**src/rtl/alu_uart_requester.sv**
```systemverilog
`default_nettype none
// ============================================================================
// Module   : alu_uart_requester
// Purpose  : Host-side initiator for the UART ALU link. It accepts one
//            A/B/opcode request and sends A, B and the zero-extended opcode
//            through the local UART transmitter. It then waits for the
//            single result byte from the local UART receiver and returns it
//            on a valid/ready response port. The wait for the result can
//            time out.
// Revision : 1.0 - initial release
// ----------------------------------------------------------------------------
// Parameters
//   DATA_SIZE      width of operands, result and UART bytes
//   OPCODE_SIZE    opcode width; sent zero-extended to DATA_SIZE
//   TIMEOUT_CYCLES maximum cycles spent waiting for the result (0 = never)
//   CNT_W          timeout counter width; must satisfy 2^CNT_W > TIMEOUT_CYCLES
// Ports
//   i_clk, i_reset_n             clock, asynchronous active-low reset
//   i_req_valid / o_req_ready    request handshake (ready only when idle)
//   i_req_a, i_req_b             operands A and B
//   i_req_opcode                 ALU opcode
//   o_tx_start, o_tx_data        UART TX start request and byte
//   i_tx_active, i_tx_done       UART TX shifting / byte finished
//   i_rx_done, i_rx_data         UART RX byte available / received byte
//   o_resp_valid / i_resp_ready  response handshake
//   o_resp_data                  ALU result
//   o_timeout                    one-cycle pulse when a request is aborted
//   o_busy                       high whenever not idle
// ============================================================================
module alu_uart_requester #(
  parameter int DATA_SIZE      = 8,
  parameter int OPCODE_SIZE    = 6,
  parameter int TIMEOUT_CYCLES = 1000000,
  parameter int CNT_W          = 20
) (
  input  logic                   i_clk,
  input  logic                   i_reset_n,
  input  logic                   i_req_valid,
  output logic                   o_req_ready,
  input  logic [DATA_SIZE-1:0]   i_req_a,
  input  logic [DATA_SIZE-1:0]   i_req_b,
  input  logic [OPCODE_SIZE-1:0] i_req_opcode,
  output logic                   o_tx_start,
  output logic [DATA_SIZE-1:0]   o_tx_data,
  input  logic                   i_tx_active,
  input  logic                   i_tx_done,
  input  logic                   i_rx_done,
  input  logic [DATA_SIZE-1:0]   i_rx_data,
  output logic                   o_resp_valid,
  input  logic                   i_resp_ready,
  output logic [DATA_SIZE-1:0]   o_resp_data,
  output logic                   o_timeout,
  output logic                   o_busy
);

  typedef enum logic [2:0] {
    S_IDLE      = 3'd0,
    S_START     = 3'd1,
    S_WAIT_DONE = 3'd2,
    S_WAIT_RX   = 3'd3,
    S_RESP      = 3'd4
  } state_t;

  // Counter value on the last permitted waiting cycle. When the timeout is
  // disabled the value is irrelevant because the compare is gated off.
  localparam logic [CNT_W-1:0] TERM_CNT =
    (TIMEOUT_CYCLES == 0) ? '0 : CNT_W'(TIMEOUT_CYCLES - 1);
  localparam logic [1:0] LAST_IDX = 2'd2;

  state_t               state_q, state_d;
  logic [1:0]           idx_q, idx_d;
  logic [CNT_W-1:0]     cnt_q, cnt_d;
  logic                 rx_done_q;
  logic [DATA_SIZE-1:0] b_q, b_d;
  logic [DATA_SIZE-1:0] op_q, op_d;
  logic [DATA_SIZE-1:0] tx_data_q, tx_data_d;
  logic [DATA_SIZE-1:0] resp_data_q, resp_data_d;
  logic                 timeout_q, timeout_d;

  logic                 w_rx_edge;
  logic                 w_cnt_term;

  // Only a fresh rise of i_rx_done counts; a level that was already high when
  // WAIT_RX is entered is ignored because rx_done_q tracks it in every state.
  assign w_rx_edge  = i_rx_done & ~rx_done_q;
  assign w_cnt_term = (TIMEOUT_CYCLES != 0) && (cnt_q == TERM_CNT);

  // --------------------------------------------------------------------------
  // Next-state and datapath
  // --------------------------------------------------------------------------
  always_comb begin
    state_d     = state_q;
    idx_d       = idx_q;
    cnt_d       = cnt_q;
    b_d         = b_q;
    op_d        = op_q;
    tx_data_d   = tx_data_q;
    resp_data_d = resp_data_q;
    timeout_d   = 1'b0;

    case (state_q)
      S_IDLE: begin
        if (i_req_valid) begin
          // Byte A goes straight into the TX data register so it is already
          // stable on the cycle o_tx_start rises; B and the opcode wait.
          tx_data_d = i_req_a;
          b_d       = i_req_b;
          op_d      = DATA_SIZE'(i_req_opcode);
          idx_d     = 2'd0;
          state_d   = S_START;
        end
      end

      S_START: begin
        // i_tx_done is deliberately not looked at here, even when it arrives
        // together with i_tx_active.
        if (i_tx_active) begin
          state_d = S_WAIT_DONE;
        end
      end

      S_WAIT_DONE: begin
        if (i_tx_done) begin
          if (idx_q == LAST_IDX) begin
            cnt_d   = '0;
            state_d = S_WAIT_RX;
          end else begin
            idx_d     = idx_q + 2'd1;
            tx_data_d = (idx_q == 2'd0) ? b_q : op_q;
            state_d   = S_START;
          end
        end
      end

      S_WAIT_RX: begin
        cnt_d = cnt_q + CNT_W'(1);
        // A result arriving on the terminal cycle beats the timeout.
        if (w_rx_edge) begin
          resp_data_d = i_rx_data;
          state_d     = S_RESP;
        end else if (w_cnt_term) begin
          timeout_d = 1'b1;
          state_d   = S_IDLE;
        end
      end

      S_RESP: begin
        if (i_resp_ready) begin
          state_d = S_IDLE;
        end
      end

      default: begin
        state_d = S_IDLE;
      end
    endcase
  end

  // --------------------------------------------------------------------------
  // State and data registers
  // --------------------------------------------------------------------------
  always_ff @(posedge i_clk or negedge i_reset_n) begin
    if (!i_reset_n) begin
      state_q     <= S_IDLE;
      idx_q       <= 2'd0;
      cnt_q       <= '0;
      rx_done_q   <= 1'b0;
      b_q         <= '0;
      op_q        <= '0;
      tx_data_q   <= '0;
      resp_data_q <= '0;
      timeout_q   <= 1'b0;
    end else begin
      state_q     <= state_d;
      idx_q       <= idx_d;
      cnt_q       <= cnt_d;
      rx_done_q   <= i_rx_done;
      b_q         <= b_d;
      op_q        <= op_d;
      tx_data_q   <= tx_data_d;
      resp_data_q <= resp_data_d;
      timeout_q   <= timeout_d;
    end
  end

  // --------------------------------------------------------------------------
  // Outputs: registers or pure state decodes, no input-to-output paths.
  // The state register resets asynchronously, so o_tx_start drops at once.
  // --------------------------------------------------------------------------
  assign o_req_ready  = (state_q == S_IDLE);
  assign o_busy       = (state_q != S_IDLE);
  assign o_tx_start   = (state_q == S_START);
  assign o_resp_valid = (state_q == S_RESP);
  assign o_tx_data    = tx_data_q;
  assign o_resp_data  = resp_data_q;
  assign o_timeout    = timeout_q;

endmodule
`default_nettype wire

```
**config.mk**
```make
export PLATFORM = sky130hd
export DESIGN_NAME = alu_uart_requester
export DESIGN_NICKNAME = d
export VERILOG_FILES = /design/src/rtl/alu_uart_requester.sv
export SDC_FILE = /design/constraint.sdc
export NUM_CORES = 1
export LEC_CHECK = 0
export ABC_AREA = 1
export BUFFER_PORTS_ARGS = -buffer_cell sky130_fd_sc_hd__buf_2
export CORE_UTILIZATION = 50
export CTS_BUF_LIST = sky130_fd_sc_hd__clkbuf_16
export DETAILED_ROUTE_END_ITERATION = 6
export PLACE_DENSITY_LB_ADDON = 0.2
export REMOVE_ABC_BUFFERS = 1
export SYNTH_ARGS = -nofsm -noshare
export SYNTH_HDL_FRONTEND = slang
export SYNTH_SLANG_ARGS = --single-unit
```
**constraint.sdc**
```tcl
create_clock -name i_clk -period 1.6 [get_ports i_clk]
set_input_delay 0.32 -clock i_clk [delete_from_list [all_inputs] [get_ports i_clk]]
set_output_delay 0.32 -clock i_clk [all_outputs]
set_load 0.1 [all_outputs]
```
==> results by group, run 1 <==
Final layout
  – Area growth syn-to-layout: 32.4%
  – Fillcell total: 440
  – Layout cells sized above 1: 32.8%
  – Commonest non-fill, non-tap cell in the layout: nand2_1
  – Commonest cells after routing, fill and taps aside: nand2_1 (103), dfrtp_1 (55), buf_2 (53)
  – Final antenna diode count: 0
  – Final #Nets: 477
  – Final core utilization: 70.0%

STA
  – Fin. max-slew vios: 0
  – Crit path time final: 1620 ps
  – # setup viols final: 2
  – Layout Skew: 8.30 ps
  – Period utilization: 102%
  – Post-route setup slack: -24.5 ps
  – Worst-Margin Slew: 496 ps
  – Final Hold Fails: 0
  – RSZ-0062 raised after global routing: true
  – Max frequency: 616 MHz
  – Slew headroom: 67.2%
  – Setup_tns: -42.5 ps

Worst setup path
  – Slowest cell delay on critical path: 430 ps
  – Worst path most repeated cell: inv_2
  – Slowest stage cell, crit path: dfrtp_1
  – Worst setup EP type: output port
  – Startpoint Class: flip-flop
  – CP required: 1280 ps
  – CP top delay family: flip-flops
  – Worst Path Arrival: 1300 ps
  – Reg2reg path depth: 7
  – Worst path bufs/invs: 3
  – Crit-path max FO: 4
  – CP Cell Sequence: inv_2 -> nand2_2 -> nor2_4 -> inv_2 -> buf_12
  – Register-to-register setup slack: 70 ps
  – CP Depth: 5
  – Critical path type: flip-flop to output port

Floorplan
  – DIE AREA: 0.00628 mm2
  – # IOs: 58
  – Die Y-Extent: 79.2 um
  – Die Width: 79.2 um
  – Site Rows: 27
  – Core area: 0.00564 mm2
  – Initial core utilization: 52.8%

Run status
  – Failing checks: setup timing
  – Outcome: complete, but fails checks

Routing
  – # DRC: 0
  – Average wire per standard cell: 13.3 um
  – DR vias: 2609
  – Final ANT Viol Nets: 0
  – Routed wire length: 6820 um
  – DRT iter0 DRCs: 152
  – TritonRoute pass-1 iters: 4
  – Via density per instance: 5.08

Clock tree
  – Clock sink count: 57
  – CTS tree: yes
  – H-tree depth: 3
  – CTS clk-pin slew, worst paths: 50 ps
  – CTS Buf Count: 9
  – Clock Tree Buf Depth: 2
  – CTS root buf: clkbuf_16
  – Skew-Pair Late Insertion Delay: 320 ps

Global routing
  – First-pass GRT wire length: 11600 um
  – Congestion Overflow GR: 0
  – Vias in the first global route: 2690
  – Overall Global Routing Usage: 24.2%
  – Initial antenna violation count: 0
  – Largest net degree at the start of global routing: 56

Power and ir drop
  – Pwr per Cell Area: 2410 mW/mm2
  – P_leak: 1.99 nW
  – VDD IR max: 1670 uV

Min path
  – Hold crit path type: input port to flip-flop
  – Hold depth: 1

Logic synthesis
  – Synth Instances: 354
  – Register area share after synthesis: 47.8%
  – Avg Cell Area, Syn: 8.42 um2
  – Synthesis-stage register bit count: 57
  – Distinct cells, synth: 29
  – Syn. warnings: 0
  – Mapped Area: 0.00298 mm2

Placed design
  – I/O Buffers: 57
  – Gp weighted congestion: 0.935
  – Detailed placement HPWL: 4700 um

Flow run
  – Max cap viols: 0
==> cells by family after synthesis <==
group	share of synthesized area, %
buffers and inverters	6.34
muxes	8.06
AOI/OAI and AO/OA	7.89
adders and majority gates	1.26
DFF	47.8
and+or+nand+nor	26.0
xor gates and xnor gates	2.64
==> stage by stage <==
stage | setup slack [ps] | power (mW) | hold WS, ps | std cells | cell area, um2
6_report | -24.5 | 9.51 | 122 | 514 | 3950
5_1_grt | -80.7 | 10.1 | 109 | 514 | 3950
4_1_cts | -23.4 | 9.31 | 112 | 511 | 3850
3_5_place_dp | 55.3 | 7.28 | 131 | 488 | 3490
3_3_place_gp | 148 | 7.16 | 131 | 488 | 3490
2_1_floorplan | -1620 | 6.00 | 24.4 | 345 | 2910
==> power by group <==
| group | internal (mW) | total, mW | switching (mW) | leakage [nW] |
|---|---|---|---|---|
| Sequential | 2.08 | 2.58 | 0.496 | 0.704 |
| Combinational | 1.63 | 5.06 | 3.43 | 1.14 |
| Clock | 1.20 | 1.87 | 0.672 | 0.143 |
==> sequential cells by signal, indices dropped and copies added (netlist names), 2 cells and up <==
name         flops
op_q             6
idx_q            2
o_tx_data        8
o_resp_data      8
state_q          3
b_q              8
cnt_q           20
==> path summary, 6_finish.rpt <==
path / to / start
min reg2reg: o_tx_data[6] / o_tx_data[6]
max: o_busy / state_q[0]
max in group asynchronous: state_q[2] / i_reset_n
min: rx_done_q / i_rx_done
min in group asynchronous: o_tx_data[7] / i_reset_n
max reg2reg: b_q[5] / state_q[0]
==> synth_stat cells (all sizes together) <==
library cell,n,area share [%]
clkbuf,3,0.38
mux2,16,6.0
nand3,23,4.0
nand2,114,15
inv,32,4.0
a21oi,6,1.0
mux2i,6,2.0
ha,3,1.3
dfrtp,57,48
o21ai,31,6.5
nor3,3,0.50
o22ai,2,0.42
nor2,40,5.5
xor2,8,2.4
buf,6,1.9
nand4,1,0.21
xnor2,1,0.29
or2,2,0.42
==> what timing repair did <==
| item | 4_1_cts | 5_1_grt |
|---|---|---|
| gates cloned | 0 | 3 |
| buffers inserted | 6 | 0 |
| pin swaps | 3 | 4 |
| endpoints found under the setup margin | 3 | 23 |
| gates resized for setup | 5 | 6 |
| hold endpoints to repair | 2 | 0 |
| hold buffers | 1 | 0 |
==> per-layer routing <==
| layer | track usage [%] | share of wire, % | vias to the layer above |
|---|---|---|---|
| met5 | 0 | 0 | - |
| met4 | 9.64 | 1.5 | 0 |
| met3 | 7.47 | 6.0 | 10 |
| met2 | 39.4 | 48 | 79 |
| met1 | 29.9 | 44 | 1222 |
| li1 | - | - | 1298 |
==> cell type report <==
cell class                 count  area [um2]  area share, %
timing repair buffer          81         618           15.7
clock inverter                 7        71.3           1.81
clock buffer                   9         225           5.71
inverter                      32         123           3.11
tap                           72        90.1           2.28
sequential                    57        1430           36.2
multi-input combinational    256        1390           35.2
Power figures use the tool's default switching activity.
==> run 2, diff against run 1 <==
- CORE_UTILIZATION: 50 -> 55
- clock period: 1.6 -> 2.1 ns (I/O delays scaled with it)
==> results by group, run 2 (synthesis gave the netlist of run 1 again) <==
Run status
  – Outcome: completed

STA
  – Crit path time final: 1990 ps
  – # setup viols final: 0
  – Final Hold Fails: 0
  – RSZ-0062 raised after global routing: false
  – Period utilization: 94.7%
  – Layout Skew: 3.01 ps
  – Worst-Margin Slew: 523 ps
  – Slew headroom: 65.1%
  – Fin. max-slew vios: 0
  – Setup_tns: 0 ps
  – Max frequency: 503 MHz

Final layout
  – Post-route cell area: 0.00359 mm2
  – Commonest non-fill, non-tap cell in the layout: nand2_1
  – Fillcell total: 407
  – Commonest cells after routing, fill and taps aside: nand2_1 (105), dfrtp_1 (57), buf_2 (56)
  – Largest register FFs: 20
  – Layout cells sized above 1: 27.5%
  – Final #Nets: 458
  – Largest register by flop count: cnt_q
  – Footprint of the multi-input gates: 0.00137 mm2
  – Area growth syn-to-layout: 20.5%
  – Register area: 0.00143 mm2
  – Final antenna diode count: 0

Routing
  – Final ANT Viol Nets: 0
  – Via density per instance: 4.98
  – DR vias: 2448
  – Average wire per standard cell: 12.2 um
  – # DRC: 0
  – DRT iter0 DRCs: 221
  – Routed wire length: 6020 um
  – TritonRoute pass-1 iters: 5

Power and ir drop
  – Pwr per Cell Area: 1800 mW/mm2
  – VDD IR max: 1670 uV
  – Gate power share: 50.1%
  – Internal Power: 3.18 mW
  – Total power: 6.46 mW
  – Clock power frac: 19.1%
  – Sw Pwr: 3.28 mW
  – Part of the power in registers: 30.7%
  – P_leak: 1.82 nW
  – Switching fraction of total power: 50.8%

Worst setup path
  – Startpoint Class: flip-flop
  – Worst path bufs/invs: 1
  – Worst setup EP type: output port
  – Slowest cell delay on critical path: 470 ps
  – CP Cell Sequence: nor3_1 -> clkbuf_4
  – CP top delay family: flip-flops
  – CP required: 1680 ps
  – Crit-path max FO: 7
  – Worst Path Arrival: 1570 ps
  – Slowest stage cell, crit path: dfrtp_1
  – Critical path type: flip-flop to output port

Clock tree
  – H-tree depth: 3
  – Clock sink count: 57
  – Skew-Pair Late Insertion Delay: 320 ps
  – CTS clk-pin slew, worst paths: 50 ps
  – Hold-fix buffers, CTS: 0
  – CTS tree: yes
  – CTS root buf: clkbuf_16
  – Clock Tree Buf Depth: 2
  – CTS Buf Count: 9

Placed design
  – Detailed placement HPWL: 4150 um
  – Placed cell area: 0.00334 mm2
  – Gp weighted congestion: 0.911
  – I/O Buffers: 57

Global routing
  – Initial antenna violation count: 0
  – First-pass GRT wire length: 10100 um
  – Largest net degree at the start of global routing: 58
  – Overall Global Routing Usage: 23.8%
  – Vias in the first global route: 2391
  – Congestion Overflow GR: 0

Floorplan
  – Die Y-Extent: 75.6 um
  – DIE AREA: 0.00572 mm2
  – Site Rows: 26
  – Die Width: 75.6 um
  – Initial core utilization: 57.6%
  – Core area: 0.00517 mm2
  – # IOs: 58

Flow run
  – Max cap viols: 0

Min path
  – Hold crit path type: input port to asynchronous set/reset pin
## run 2: what timing repair did
action                                  CTS  global route
endpoints found under the setup margin    0             1
resized for setup                         0             1
buffers inserted                          0             0
## run 2: routing by layer
metal	track usage, %	vias to the layer above	wire length (um)
met2	38.9	53	2870
met5	0	-	0
met3	5.29	6	252
met4	8.64	0	53
met1	31.4	1130	2850
li1	-	1259	-
## run 2: final timing paths
check / from / to / slack (ps) / cells after the start
setup / recovery: state_q[1] / o_tx_start / 110 / 2
hold / removal: i_reset_n / op_q[5] / 90 / 2
setup reg to reg: state_q[1] / cnt_q[3] / 360 / 7
hold reg to reg: o_tx_data[4] / o_tx_data[4] / 480 / 2
max in group asynchronous: i_reset_n / cnt_q[16] / 1750 / 2
min in group i_clk: i_rx_done / rx_done_q / 230 / 1
## run 2: stage by stage
stage          cells  util, %  hold WS, ps  worst slack [ps]
3_5_place_dp     477     64.5          444               378
4_1_cts          492     69.4          111              76.0
6_report         492     69.4         86.6               112
3_3_place_gp     477     64.5          445               423
2_1_floorplan    345        -          124             -1120
5_1_grt          492     69.4          131              40.6
## run 2: power groups by stage
stage / registers, mW / clock network, mW / logic [mW]
5_1_grt: 2.05 / 1.29 / 3.50
4_1_cts: 1.98 / 1.25 / 3.25
6_report: 1.99 / 1.24 / 3.24
2_1_floorplan: 3.00 / 0 / 1.59
3_5_place_dp: 1.98 / 0 / 3.23
3_3_place_gp: 1.96 / 0 / 3.18
## run 2: cell type report
type | count | area share, %
Multi-Input combinational cell | 256 | 38.0
Clock inverter | 6 | 0.801
Clock buffer | 9 | 6.27
Timing Repair Buffer | 62 | 9.40
Inverter | 32 | 3.34
Sequential cell | 57 | 39.7
Tap cell | 70 | 2.44
